==> src/rtl/i2s_dual_mic_rx_pkg.sv <==
// Shared constants and FSM encoding for the dual-microphone I2S capture front end.
package i2s_dual_mic_rx_pkg;

    localparam int WORDSIZE_DEF  = 8;
    localparam int SLOT_BITS_DEF = 24;

    typedef enum logic [1:0] {
        ST_SYNC  = 2'd0,
        ST_LEFT  = 2'd1,
        ST_RIGHT = 2'd2
    } rx_state_t;

endpackage

==> src/rtl/i2s_dual_mic_rx_edge_sync.sv <==
// Brings the asynchronous I2S pins into the clk domain and flags sck rising edges.
module i2s_edge_sync (
    input  logic clk,
    input  logic rst_n,
    input  logic i2s_sck,
    input  logic i2s_ws,
    input  logic i2s_sd,
    output logic sck_rise,
    output logic ws_s,
    output logic sd_s
);

    logic [1:0] sck_sync;
    logic [1:0] ws_sync;
    logic [1:0] sd_sync;
    logic       sck_prev;

    // Two-flop synchronizers for all three pins, plus the previous synchronized sck
    always_ff @(posedge clk or negedge rst_n) begin
        if (!rst_n) begin
            sck_sync <= '0;
            ws_sync  <= '0;
            sd_sync  <= '0;
            sck_prev <= 1'b0;
        end else begin
            sck_sync <= {sck_sync[0], i2s_sck};
            ws_sync  <= {ws_sync[0], i2s_ws};
            sd_sync  <= {sd_sync[0], i2s_sd};
            sck_prev <= sck_sync[1];
        end
    end

    // ws and sd travel through the same depth as sck, so they line up with the edge pulse
    assign sck_rise = sck_sync[1] & ~sck_prev;
    assign ws_s     = ws_sync[1];
    assign sd_s     = sd_sync[1];

endmodule

==> src/rtl/i2s_dual_mic_rx.sv <==
// Stereo I2S receiver: left slot -> main, right slot -> sub, delivered as a held pair
// over a valid/ready handshake with a sticky overrun flag for dropped pairs.
module i2s_dual_mic_rx
    import i2s_dual_mic_rx_pkg::*;
#(
    parameter int WORDSIZE  = WORDSIZE_DEF,
    parameter int SLOT_BITS = SLOT_BITS_DEF
) (
    input  logic                       clk,
    input  logic                       rst_n,
    input  logic                       enable,
    input  logic                       i2s_sck,
    input  logic                       i2s_ws,
    input  logic                       i2s_sd,
    input  logic                       sample_ready,
    input  logic                       overrun_clr,
    output logic signed [WORDSIZE-1:0] main,
    output logic signed [WORDSIZE-1:0] sub,
    output logic                       sample_valid,
    output logic                       overrun
);

    localparam int                 CNT_W   = $clog2(SLOT_BITS + 1);
    localparam logic [CNT_W-1:0]   CNT_MAX = CNT_W'(SLOT_BITS);

    logic                  sck_rise;
    logic                  ws_s;
    logic                  sd_s;

    logic                  ws_d;
    logic                  ws_dd;
    logic                  slot_start;
    logic                  slot_end;

    logic [CNT_W-1:0]      cnt;
    logic [CNT_W-1:0]      eff_cnt;
    logic [CNT_W-1:0]      cnt_next;
    logic [SLOT_BITS-1:0]  slot_reg;
    logic [SLOT_BITS-1:0]  slot_next;

    rx_state_t             state;
    rx_state_t             state_next;
    logic                  left_latch;
    logic                  pair_done;

    logic [WORDSIZE-1:0]   left_hold;

    i2s_edge_sync u_edge_sync (
        .clk      (clk),
        .rst_n    (rst_n),
        .i2s_sck  (i2s_sck),
        .i2s_ws   (i2s_ws),
        .i2s_sd   (i2s_sd),
        .sck_rise (sck_rise),
        .ws_s     (ws_s),
        .sd_s     (sd_s)
    );

    // The bit at this edge belongs to ws_d; a change between ws_dd and ws_d marks its MSB,
    // a change between ws_s and ws_d marks it as the last bit of the slot.
    assign slot_start = ws_d ^ ws_dd;
    assign slot_end   = ws_s ^ ws_d;

    // Slot register value after writing this edge's bit, left-justified, cleared at slot start
    always_comb begin
        eff_cnt   = slot_start ? '0 : cnt;
        slot_next = slot_start ? '0 : slot_reg;
        for (int i = 0; i < SLOT_BITS; i++) begin
            if (int'(eff_cnt) == SLOT_BITS - 1 - i) begin
                slot_next[i] = sd_s;
            end
        end
        cnt_next = (eff_cnt < CNT_MAX) ? eff_cnt + 1'b1 : eff_cnt;
    end

    // Capture path: ws history, bit counter and slot register advance only on sck edges
    always_ff @(posedge clk or negedge rst_n) begin
        if (!rst_n) begin
            ws_d     <= 1'b0;
            ws_dd    <= 1'b0;
            cnt      <= '0;
            slot_reg <= '0;
        end else if (sck_rise) begin
            ws_dd    <= ws_d;
            ws_d     <= ws_s;
            cnt      <= cnt_next;
            slot_reg <= slot_next;
        end
    end

    // FSM state register
    always_ff @(posedge clk or negedge rst_n) begin
        if (!rst_n) begin
            state <= ST_SYNC;
        end else begin
            state <= state_next;
        end
    end

    // FSM next state: align on a left MSB, then walk left slot -> right slot -> pair
    always_comb begin
        state_next = state;
        left_latch = 1'b0;
        pair_done  = 1'b0;
        if (!enable) begin
            state_next = ST_SYNC;
        end else if (sck_rise) begin
            case (state)
                ST_SYNC: begin
                    if (slot_start && !ws_d) begin
                        state_next = ST_LEFT;
                    end
                end
                ST_LEFT: begin
                    if (slot_end) begin
                        left_latch = 1'b1;
                        state_next = ST_RIGHT;
                    end
                end
                ST_RIGHT: begin
                    if (slot_end) begin
                        pair_done  = 1'b1;
                        state_next = ST_LEFT;
                    end
                end
                default: state_next = ST_SYNC;
            endcase
        end
    end

    // Hold the left sample until its right partner completes
    always_ff @(posedge clk or negedge rst_n) begin
        if (!rst_n) begin
            left_hold <= '0;
        end else if (left_latch) begin
            left_hold <= slot_next[SLOT_BITS-1 -: WORDSIZE];
        end
    end

    // Output buffer: load a completed pair when the slot is free or being emptied this cycle
    always_ff @(posedge clk or negedge rst_n) begin
        if (!rst_n) begin
            main         <= '0;
            sub          <= '0;
            sample_valid <= 1'b0;
        end else if (pair_done && (!sample_valid || sample_ready)) begin
            main         <= left_hold;
            sub          <= slot_next[SLOT_BITS-1 -: WORDSIZE];
            sample_valid <= 1'b1;
        end else if (sample_valid && sample_ready) begin
            sample_valid <= 1'b0;
        end
    end

    // Sticky overrun: a drop takes priority over a clear in the same cycle
    always_ff @(posedge clk or negedge rst_n) begin
        if (!rst_n) begin
            overrun <= 1'b0;
        end else if (pair_done && sample_valid && !sample_ready) begin
            overrun <= 1'b1;
        end else if (overrun_clr) begin
            overrun <= 1'b0;
        end
    end

endmodule

==> config.mk <==
export PLATFORM = sky130hd
export DESIGN_NAME = i2s_dual_mic_rx
export DESIGN_NICKNAME = d
export VERILOG_FILES = /design/src/rtl/i2s_dual_mic_rx_pkg.sv /design/src/rtl/i2s_dual_mic_rx_edge_sync.sv /design/src/rtl/i2s_dual_mic_rx.sv
export SDC_FILE = /design/constraint.sdc
export NUM_CORES = 1
export LEC_CHECK = 0
export CAP_MARGIN = 0
export CORE_MARGIN = 2
export CORE_UTILIZATION = 30
export DETAILED_ROUTE_END_ITERATION = 6
export SYNTH_ARGS = -nofsm -noshare
export SYNTH_HDL_FRONTEND = slang
export SYNTH_HIERARCHICAL = 1
export SYNTH_SLANG_ARGS = --single-unit
==> constraint.sdc <==
create_clock -name clk -period 1.7 [get_ports clk]
set_input_delay 0.255 -clock clk [delete_from_list [all_inputs] [get_ports clk]]
set_output_delay 0.255 -clock clk [all_outputs]
set_load 0.005 [all_outputs]
---- Word-level counts from Yosys, hierarchy flattened ----
Index checks and enable logic that the tools add are counted.
cells by class
  $add $sub $neg .......................... 1
  multipliers ............................. 0
  divide/modulo/power cells ............... 0
  order comparisons ....................... 1
  eq/ne operators ......................... 13
  shift-type cells ........................ 0
  multiplexer cells ....................... 28
  bitwise logic cells ..................... 4
  reduce and logical (&&, ||, !) cells .... 14
operator list
  operator               count
  $mux W24               1
  $eq A5 B4 Y1 const B   4
  $mux W1                19
  $eq A5 B3 Y1 const B   2
  $mux W2                5
  $mux W5                2
  $ne A3 B3 Y1 const B   3
  $pmux W2 S3            1
  $add A5 B1 Y5 const B  1
  $eq A5 B2 Y1 const B   1
  $logic_and A1 B1 Y1    5
  $logic_not A5 Y1       1
  $lt A5 B5 Y1 const B   1
  $reduce_and A4 Y1      1
  $reduce_bool A2 Y1     2
  $logic_not A1 Y1       3
  $eq A2 B1 Y1 const B   1
  $eq A2 B2 Y1 const B   1
  $logic_not A2 Y1       1
  $ne A2 B1 Y1 const B   1
  $xor A1 B1 Y1          2
  $and A1 B1 Y1          1
  $logic_or A1 B1 Y1     1
  $not A1 Y1             1
storage, ports and cells
  flip-flop bits (word level) ............. 50
  latch bits .............................. 0
  memory bits (writable) .................. 0
  bits in read-only memories .............. 0
  input port bits ......................... 8
  output and inout port bits .............. 18
  memories kept ........................... 0

---- Depth between registers and ports, before layout ----
  word-level depth ........................ 8
  gate-level depth with buffers ........... 7

---- Hierarchy ----
Netlist, hierarchy kept.
modules (own cells, without submodules)
  module           instances  cells an instance  area an instance (µm²)  seq. area each (µm²)
  i2s_dual_mic_rx  1          180                1919.3                  1076.0
  i2s_edge_sync    1          8                  188.9                   175.2

---- Worst setup path before layout ----
No wires, ideal clock.
  kind .................................... register to register
  start point ............................. register ws_d
  end point ............................... register slot_reg[18]
  setup time .............................. 0.136 ns
  arrival time ............................ 1.517 ns
  path slack .............................. 0.047 ns
  stages on the path, launching flop included .. 8
  buffers on the path ..................... 1
  clock period less this slack ............ 1.653 ns
  cell sequence ........................... dfrtp_1 > inv_1 > ha_1 > buf_2 > and4bb_2 > a21oi_1 > a31oi_1 > o22ai_1
on the way
  cells in the longest elaborated chain, start to end .. 4
  elaborated cells on any way between the ends .. 5
  classes of those cells .................. eq/ne (1); mux (3); bitwise (1)
RTL lines
  element                 line                   source
  from (decl)             i2s_dual_mic_rx.sv:30  logic ws_d;
  from (signal assigned)  i2s_dual_mic_rx.sv:85  ws_d <= ws_s;
  $xor A1 B1 Y1 (*)       i2s_dual_mic_rx.sv:61  assign slot_start = ws_d ^ ws_dd;
  $mux W5                 i2s_dual_mic_rx.sv:66  eff_cnt = slot_start ? '0 : cnt;
  $eq A5 B4 Y1            i2s_dual_mic_rx.sv:69  if (int'(eff_cnt) == SLOT_BITS - 1 - i) begin
  $mux W1 (*)             i2s_dual_mic_rx.sv:69
  to (signal assigned)    i2s_dual_mic_rx.sv:87  slot_reg <= slot_next;
  to (decl)               i2s_dual_mic_rx.sv:38  logic [SLOT_BITS-1:0] slot_reg;
Every way passes the cells marked *; elsewhere a longest branch is shown, timed or not. The select of a mux whose other input is x is not followed.
A chain may end at the register's enable or synchronous reset.

---- Worst setup path in the final report ----
  start point ............................. register ws_dd
  end point ............................... register slot_reg[23]
on the way
  cells in the longest elaborated chain, start to end .. 4
  elaborated cells on any way between the ends .. 5
  classes of those cells .................. mux (3); bitwise (1); reduce/logical (1)
RTL lines
  element                 line                   source
  from (decl)             i2s_dual_mic_rx.sv:31  logic ws_dd;
  from (signal assigned)  i2s_dual_mic_rx.sv:84  ws_dd <= ws_d;
  $xor A1 B1 Y1 (*)       i2s_dual_mic_rx.sv:61
  $mux W5                 i2s_dual_mic_rx.sv:66
  $logic_not A5 Y1        i2s_dual_mic_rx.sv:69
  $mux W1 (*)             i2s_dual_mic_rx.sv:69
Marked as above.

==> run metrics <==
most common cell after layout, fill and taps aside=dfrtp_1; CTS sink count=50; Leak Pwr=roughly 1.2 nW; sequential area share after synthesis=0.593; WP depth=6; Area growth syn-to-layout=28.7%; Hold Fails Final Rpt=0; routed length per instance=12.4 um; fmax=approximately 630 MHz; total wire length=4030 um; number of global-route vias before repair=approximately 1500; synthesized netlist cell count=188; Final setup viols=0; dominant cells by area after synthesis=dfrtp_1, mux2_4, nand2_1, o21ai_1, a21oi_1; Vias=1455; post-route ant nets=0; total number of yosys warnings=6; Area after DPL=2540 um^2; CP cell instances=ha_4 -> buf_4 -> inv_1 -> a21o_1 -> nand2_1 -> mux2_2; first-pass GRT wire length=6880 um; Pre-Repair DR Iteration Count=4; Setup CP Type=flop to flop; Post-route DRC=0; worst skew pair latency=0.30 ns; die extent in x=between 80 and 90 um; CTS tree=built; Setup crit start kind=flop; Worst path max stage delay=between 0.4 and 0.5 ns; Iteration-0 DRC Markers=58; # IOs=26; Post-Syn Nets=~200; Worst Hold Path Cells=0; share of the synthesized area in the top cell type=0.593; initial antenna violation count=0; number of core rows=30; number of fill cells=approximately 670; fin nets=236; Congestion Overflow GR=0; Power Dens Cells=1130 nW/um^2; clk root buf=clkbuf_8; CP Max Fanout=4; post-route cell area=2710 um^2; GP Congestion=approximately 0.77; Die Height=between 80 and 90 um; status=finished, final reports clean; Syn Area/Cell=approximately 11 um^2; Crit path required time=1.89 ns; Port-buffer cells=25; Slew @ Worst Pin=0.349 ns; CP Capture Type=flop; Max VDD drop=0.000392 V; worst r2r path cells=6; CORE AREA=slightly below 7000 um^2; RSZ-0062 raised after global routing=false; relative slew slack=0.761; mean number of vias per cell=4.49; GRT Util Overall=0.115; largest net degree at the start of global routing=51; CTS H-tree lvls=2; CTS Buffer Depth=2; share of layout cells above drive strength 1=0.193; Initial Util=0.310; Buf/Inv on CP=2; full die area=7710 um^2; CP max-delay cell=dfrtp_1; Hold Slack=0.355 ns; Final HPWL DP=2780 um; most frequent cells in the layout=dfrtp_1, nand2_1, clkdlybuf4s50_1; Max Cap Viol=0; Worst-path clk slew=0.09 ns; Slew Limit Fails=0; diode count=0; cts bufs inserted=5; Cell Area, Synth=approximately 2100 um^2; Yosys cell types=35; Clock Skew=0.00805 ns; Period minus WS final=1.58 ns; Top delay family on crit path=flip-flops; Worst Hold Class=flop to flop; Util after Layout=0.399; crit share post-route=0.930; CP arrival=roughly 1.8 ns; Yosys top cell by area=dfrtp_1; Yosys reg bits=50
-- cells in the mapped netlist, drive strengths merged --
library cell	n
nand2	25
o21ai	22
or2	2
a21o	1
nor3	1
nand3	3
o211ai	1
dfrtp	50
nand2b	1
nor2	5
nand4	2
a21boi	1
and4bb	1
ha	1
nor2b	5
inv	10
a32oi	1
xor2	1
o22ai	7
nand3b	2
clkbuf	4
and3	1
mux2	11
a41oi	1
a31oi	7
and4	1
mux2i	2
and3b	1
buf	6
o21a	1
a21oi	11
-- final timing paths --
path | start | end | slack [ns]
max | ws_dd | slot_reg[23] | 0.12
min | u_edge_sync/ws_sync[0] | u_edge_sync/ws_sync[1] | 0.36
max reg2reg | ws_dd | slot_reg[23] | 0.12
min reg2reg | u_edge_sync/ws_sync[0] | u_edge_sync/ws_sync[1] | 0.36
max in group asynchronous | rst_n | cnt[2] | 1.00
min in group asynchronous | rst_n | u_edge_sync/sd_sync[0] | 0.46
-- report_power, final --
| group | leakage, nW | total (mW) | internal, mW | switching [mW] |
|---|---|---|---|---|
| Sequential | 0.661 | 1.46 | 1.32 | 0.138 |
| Combinational | 0.483 | 0.766 | 0.358 | 0.409 |
| Clock | 0.0514 | 0.829 | 0.439 | 0.390 |
| Total | 1.20 | 3.06 | 2.12 | 0.936 |
-- metrics by stage --
step                      std cells  power, mW  setup WS (ns)  setup TNS, ns
final                           324       3.06          0.120              0
after floorplan                 188       1.91         0.0468              0
after global routing            324       3.26         0.0120              0
after CTS                       323       2.99         0.0243              0
after global placement          314       2.13        -0.0158         -0.114
after detailed placement        314       2.15        -0.0406         -0.401
-- layer usage --
| metal | up-vias | share of wire | global-route usage |
|---|---|---|---|
| li1 | 729 | - | - |
| met1 | 687 | 0.48 | 0.159 |
| met2 | 32 | 0.46 | 0.174 |
| met3 | 7 | 0.045 | 0.0339 |
| met4 | 0 | 0.017 | 0.0336 |
| met5 | - | 0 | 0 |
-- timing repair --
item / in CTS / in global routing
setup buffers: 0 / 1
hold buffers: 1 / 0
setup endpoints to repair: 0 / 16
gates resized for setup: 0 / 7
endpoints found under the hold margin: 50 / 0
-- cell type report --
| type | instances | area (um^2) | area share |
|---|---|---|---|
| clock inverters | 2 | 37.5 | 0.0138 |
| clock buffers | 6 | 72.6 | 0.0267 |
| inverters | 10 | 37.5 | 0.0138 |
| multi-input cells | 118 | 807 | 0.297 |
| flip-flops and latches | 50 | 1250 | 0.461 |
| well taps | 96 | 120 | 0.0443 |
| repair buffers | 42 | 388 | 0.143 |
-- kinds of logic after synthesis --
logic type / share of synthesized area
AO/OA/AOI/OAI: 0.142
multiplexers: 0.0825
flip-flops: 0.593
AND/OR/NAND/NOR: 0.123
buffers and inverters: 0.0451
adder cells (fa/ha/maj): 0.00593
XOR/XNOR: 0.00772
(Power assumes the default switching activity.)
